--- src/rtl/dcache_pkg.sv ---
// Shared data-cache definitions: MSHR entry states and line geometry used by
// the MSHR, the load/store queue and the cache tag logic.
package dcache_pkg;

    localparam int ADDR_BITS        = 32;
    localparam int LINE_BYTES       = 64;
    localparam int LINE_OFFSET_BITS = 6;
    localparam int LINE_ADDR_BITS   = ADDR_BITS - LINE_OFFSET_BITS;
    localparam int LINE_BITS        = LINE_BYTES * 8;

    localparam int N_ENTRIES = 8;
    localparam int IDX_BITS  = 3;

    typedef enum logic [1:0] {
        INVALID,
        PENDING,
        ISSUED,
        FILL
    } mshr_state_t;

endpackage

--- src/rtl/mshr_pick_first.sv ---
// Lowest-set-bit priority encoder: reports whether any request bit is set and
// the index of the lowest one.
module mshr_pick_first #(
    parameter int N        = 8,
    parameter int IDX_BITS = 3
) (
    input  logic [N-1:0]        req,
    output logic                valid,
    output logic [IDX_BITS-1:0] idx
);

    always_comb begin
        // NOTE: every output gets a default before the loop, so no path leaves
        // it unassigned and no latch is inferred.
        valid = 1'b0;
        idx   = '0;
        for (int i = N - 1; i >= 0; i--) begin
            if (req[i]) begin
                valid = 1'b1;
                idx   = IDX_BITS'(i);
            end
        end
    end

endmodule

--- src/rtl/dcache_mshr.sv ---
// Miss status holding registers for one data-cache bank: merges misses to the
// same line, issues one memory request per line, and pulses fin per fill.
module dcache_mshr #(
    parameter int N_ENTRIES      = dcache_pkg::N_ENTRIES,
    parameter int IDX_BITS       = dcache_pkg::IDX_BITS,
    parameter int LINE_ADDR_BITS = dcache_pkg::LINE_ADDR_BITS,
    parameter int LINE_BITS      = dcache_pkg::LINE_BITS
) (
    input  logic                      clk,
    input  logic                      rst,

    input  logic                      alloc,
    input  logic [LINE_ADDR_BITS-1:0] alloc_line,
    output logic [IDX_BITS-1:0]       wr_idx,
    output logic                      full,

    output logic                      mem_req_valid,
    input  logic                      mem_req_ready,
    output logic [LINE_ADDR_BITS-1:0] mem_req_line,
    output logic [IDX_BITS-1:0]       mem_req_idx,

    input  logic                      mem_rsp_valid,
    input  logic [IDX_BITS-1:0]       mem_rsp_idx,
    input  logic [LINE_BITS-1:0]      mem_rsp_data,

    output logic                      fin,
    output logic [IDX_BITS-1:0]       fin_idx,
    output logic [LINE_ADDR_BITS-1:0] fin_line,
    output logic [LINE_BITS-1:0]      fin_data
);

    import dcache_pkg::*;

    mshr_state_t               state_q [N_ENTRIES];
    mshr_state_t               state_d [N_ENTRIES];
    logic [LINE_ADDR_BITS-1:0] line_q  [N_ENTRIES];

    logic [N_ENTRIES-1:0] free_vec;
    logic [N_ENTRIES-1:0] pend_vec;
    logic [N_ENTRIES-1:0] match_vec;

    logic                 free_valid;
    logic [IDX_BITS-1:0]  free_idx;
    logic                 pend_valid;
    logic [IDX_BITS-1:0]  pend_idx;
    logic                 hit;
    logic [IDX_BITS-1:0]  match_idx;

    logic                 req_hold_q;
    logic [IDX_BITS-1:0]  req_hold_idx_q;
    logic [IDX_BITS-1:0]  req_sel;

    logic                 do_alloc;
    logic                 req_fire;
    logic                 rsp_hit;

    always_comb begin
        for (int i = 0; i < N_ENTRIES; i++) begin
            free_vec[i]  = (state_q[i] == INVALID);
            pend_vec[i]  = (state_q[i] == PENDING);
            match_vec[i] = (state_q[i] != INVALID) && (line_q[i] == alloc_line);
        end
    end

    // Merging guarantees at most one entry holds a given line, so the match
    // vector is one-hot or empty.
    always_comb begin
        hit       = 1'b0;
        match_idx = '0;
        for (int i = 0; i < N_ENTRIES; i++) begin
            if (match_vec[i]) begin
                hit       = 1'b1;
                match_idx = IDX_BITS'(i);
            end
        end
    end

    mshr_pick_first #(
        .N        (N_ENTRIES),
        .IDX_BITS (IDX_BITS)
    ) u_pick_free (
        .req   (free_vec),
        .valid (free_valid),
        .idx   (free_idx)
    );

    mshr_pick_first #(
        .N        (N_ENTRIES),
        .IDX_BITS (IDX_BITS)
    ) u_pick_pend (
        .req   (pend_vec),
        .valid (pend_valid),
        .idx   (pend_idx)
    );

    assign wr_idx   = hit ? match_idx : (free_valid ? free_idx : '0);
    assign full     = !free_valid;
    assign do_alloc = alloc && !hit && free_valid;

    // A stalled request keeps its entry even if a lower-index entry becomes
    // PENDING meanwhile, so line and index stay stable until the handshake.
    assign req_sel       = req_hold_q ? req_hold_idx_q : pend_idx;
    assign mem_req_valid = pend_valid;
    assign mem_req_idx   = pend_valid ? req_sel : '0;
    assign mem_req_line  = pend_valid ? line_q[req_sel] : '0;
    assign req_fire      = mem_req_valid && mem_req_ready;

    assign rsp_hit = mem_rsp_valid && (state_q[mem_rsp_idx] == ISSUED);

    // The alloc, request and response updates always target entries in
    // different states, so they never collide on one entry.
    always_comb begin
        for (int i = 0; i < N_ENTRIES; i++) begin
            state_d[i] = (state_q[i] == FILL) ? INVALID : state_q[i];
        end
        if (req_fire) begin
            state_d[req_sel] = ISSUED;
        end
        if (rsp_hit) begin
            state_d[mem_rsp_idx] = FILL;
        end
        if (do_alloc) begin
            state_d[free_idx] = PENDING;
        end
    end

    always_ff @(posedge clk) begin
        // NOTE: sequential state uses non-blocking assignments so every
        // register samples pre-edge values regardless of statement order.
        if (rst) begin
            for (int i = 0; i < N_ENTRIES; i++) begin
                state_q[i] <= INVALID;
            end
            req_hold_q     <= 1'b0;
            req_hold_idx_q <= '0;
            fin            <= 1'b0;
            fin_idx        <= '0;
            fin_line       <= '0;
            fin_data       <= '0;
        end else begin
            for (int i = 0; i < N_ENTRIES; i++) begin
                state_q[i] <= state_d[i];
            end
            req_hold_q     <= mem_req_valid && !mem_req_ready;
            req_hold_idx_q <= req_sel;
            fin            <= rsp_hit;
            if (rsp_hit) begin
                fin_idx  <= mem_rsp_idx;
                fin_line <= line_q[mem_rsp_idx];
                fin_data <= mem_rsp_data;
            end
        end
    end

    // NOTE: line addresses are not reset; an INVALID entry's line is never
    // observed, so clearing this storage would only cost reset fan-out.
    always_ff @(posedge clk) begin
        if (do_alloc) begin
            line_q[free_idx] <= alloc_line;
        end
    end

endmodule

--- config.mk ---
export PLATFORM = sky130hd
export DESIGN_NAME = dcache_mshr
export DESIGN_NICKNAME = d
export VERILOG_FILES = /design/src/rtl/dcache_pkg.sv /design/src/rtl/mshr_pick_first.sv /design/src/rtl/dcache_mshr.sv
export SDC_FILE = /design/constraint.sdc
export NUM_CORES = 2
export LEC_CHECK = 0
export CAP_MARGIN = 15
export CORE_AREA = 2 2 436 438
export DETAILED_ROUTE_END_ITERATION = 7
export DIE_AREA = 0 0 438 440
export GPL_TIMING_DRIVEN = 1
export PLACE_DENSITY_LB_ADDON = 0.12
export SYNTH_ARGS = -nofsm -noshare
export SYNTH_HDL_FRONTEND = slang
export SYNTH_SLANG_ARGS = --single-unit
--- constraint.sdc ---
create_clock -name clk -period 5.3 [get_ports clk]
set_input_delay 0.795 -clock clk [delete_from_list [all_inputs] [get_ports clk]]
set_output_delay 0.795 -clock clk [all_outputs]
set_load 0.03 [all_outputs]
==> run metrics <==
Max Fclk 199 MHz; CTS tree built; CP peak stage delay 860 ps; WL final 191000 microns; routability cong. 0.865; RSZ-0062 raised after global routing false; CTS H-Tree Depth 3; Resized cells post-CTS 0; Least-Margin Pin Slew 1040 ps; Slew Viols, Final 0; post-route ant nets 0; Crit Path Class input port to output pin; Synth cell types 60; Crit path max-delay family buffers and inverters; Hold Fails Final Rpt 0; CTS clk-pin slew, worst paths 60 ps; Non-Filler Instances 6925; syn_area_per_cell 9.82 sq um; Yosys Warn Count 0; crit-path max FO 7; dpl hpwl 149000 microns; period utilization 0.949; placed cells 6729; Worst Hold Class flop to flop; Arr. time, crit path 4240 ps; cells along the critical path clkdlybuf4s50_1 > xor2_1 > nor4_1 > nand2_1 > nor4_1 > nor4_1 > nand2_1 > clkdlybuf4s50_1; CTS buffer count 99; Tot GR Track Use 0.190; Seq cells post-synth 770; First-pass DRT Iterations 5; io pins 1122; Initial Utilization 0.169; Crit path top cell by count nor4_1; clock root cell clkbuf_16; Sw Share 0.267; sum of buffers and inverters on the critical path 2; Die ar. 193000 sq um; initial antenna violation count 85; Rows 160; most frequent cells in the layout clkdlybuf4s50_1, nand2_1, dfxtp_1; CP Data Required Time 4510 ps; clk_lat worst skew 740 ps; slowest CP cell clkdlybuf4s50_1; sequential share of the synthesized area 0.548; register area 17500 sq um; Syn Nets 3799; Synth Cell Area 31900 sq um; Setup Buffers After CTS 0; CP Launch Type input port; DIE WIDTH 438 microns; Post-synth ARST share 0; first-pass GRT wire length 254000 microns; NumNets Final 4865; post-layout min period 5030 ps; status complete, no violations; Syn Inst Count 3253; Multi-input gate area 13100 sq um; 1st-iter DRT viols 2021; clk_skew 33.7 ps; number of global-route vias before repair 28000; Combinational Power Share 0.123; hold_buf cts 0; largest net degree at the start of global routing 159; Synth-to-Final Area Change 54.4%; clk sinks 770; die height 440 microns; maxcap violations 0; Net Switching 4020 uW; buffers added on ports 1121; Leakage Power 0.0157 uW; Top FF cell, synth dfxtp_1; commonest non-fill, non-tap cell in the layout clkdlybuf4s50_1; DR WL/cell 27.6 microns; Seq pwr share 0.415; final setup fails 0; Post-synth EDFFs 208; Fillers 20300; Relative slew margins 0.306; Pint 11000 uW; layout cell share with drive strength beyond 1 0.0959; peak supply drop 0.256 mV; total number of vias 28800; Setup crit end kind output pin; Clock Power Share 0.462; DR vias/cell 4.16; core area 189000 sq um; setup_tns 0 ps; Max Buffers Root-to-Sink 3; post-route DRC violation count 0; total gr overflow 0; Power Dens Cells 305 nW/um^2
[sequential cells by signal, indices dropped and copies added, names as in the netlist]
name            count
line_q            208
fin_data          512
state_q            16
fin_line           26
req_hold_q          1
req_hold_idx_q      3
fin_idx             3
fin                 1
[cells in the mapped netlist, drive strengths merged (2+ instances only)]
cell type	instances	share of area
a21oi	520	0.081
a22o	26	0.0071
a22oi	3	0.0010
a311oi	27	0.012
a31oi	3	0.0011
a32oi	4	0.0011
and2	2	0.00039
buf	169	0.032
clkbuf	82	0.0096
dfxtp	562	0.35
edfxtp	208	0.20
inv	7	0.00082
mux4	105	0.074
nand2	1097	0.13
nand2b	14	0.0028
nand3	14	0.0022
nand3b	3	0.00071
nand4	23	0.0047
nor2	61	0.0072
nor2b	4	0.00078
nor3	11	0.0017
nor4	46	0.0096
o21a	5	0.0012
o21ai	11	0.0017
o22ai	4	0.00078
o311a	3	0.00094
o31a	3	0.00082
o31ai	6	0.0023
o32a	2	0.00063
o41ai	6	0.0024
or4	2	0.00059
xnor2	63	0.017
xor2	145	0.040
[tightest hold or removal path: stages, from the launching register on]
cell and delay, ps:
dfxtp_1 300, nand2_1 50, a21oi_1 50
[per-layer routing]
metal / vias to the layer above / track usage / routed length [microns]
met3: 287 / 0.0547 / 13900
met4: 42 / 0.0500 / 4690
li1: 13300 / - / -
met1: 14200 / 0.230 / 78100
met2: 955 / 0.327 / 94100
met5: - / 0 / 237
[logic make-up after synthesis]
group                  count (synthesis)  share of synthesized area
AND/OR/NAND/NOR                     1282                      0.161
flip-flops                           770                      0.548
AO/OA/AOI/OAI                        628                      0.117
buffers and inverters                258                     0.0428
XOR/XNOR                             208                     0.0570
multiplexers                         107                     0.0747
[power by group through the flow]
| stage | clock (uW) | combinational (uW) | sequential, uW |
|---|---|---|---|
| floorplan | 0 | 778 | 6380 |
| global placement | 0 | 1880 | 6390 |
| detailed placement | 0 | 1870 | 6390 |
| CTS | 7220 | 1880 | 6260 |
| global route | 7410 | 1950 | 6260 |
| finish | 6960 | 1850 | 6260 |
[area by class of cell]
class	count	share of cell area
flip-flops and latches	770	0.355
multi-input cells	2225	0.266
repair buffers	1216	0.247
well taps	2511	0.0637
clock buffers	142	0.0590
clock inverters	42	0.00784
diodes	12	0.000609
inverters	7	0.000533
[through the flow]
stage                     hold slack, ps  utilization  setup slack (ps)  power, uW  instance area (sq um)
after floorplan                      578            -               992       7160                  31900
after global placement               442        0.244               235       8270                  46000
after detailed placement             446        0.244               268       8260                  46000
after CTS                            454        0.261               263      15400                  49300
after global routing                 467        0.262               156      15600                  49300
final                                452        0.262               268      15100                  49300
[worst paths after layout]
path / slack [ps] / start / endpoint / cells after the start
setup / recovery: 270 / alloc_line[3] / wr_idx[2] / 8
hold / removal: 450 / fin_data[22] / fin_data[22] / 2
setup reg to reg: 1860 / state_q[6][1] / line_q[4][19] / 9
hold reg to reg: 450 / fin_data[22] / fin_data[22] / 2
(Power assumes the default switching activity.)
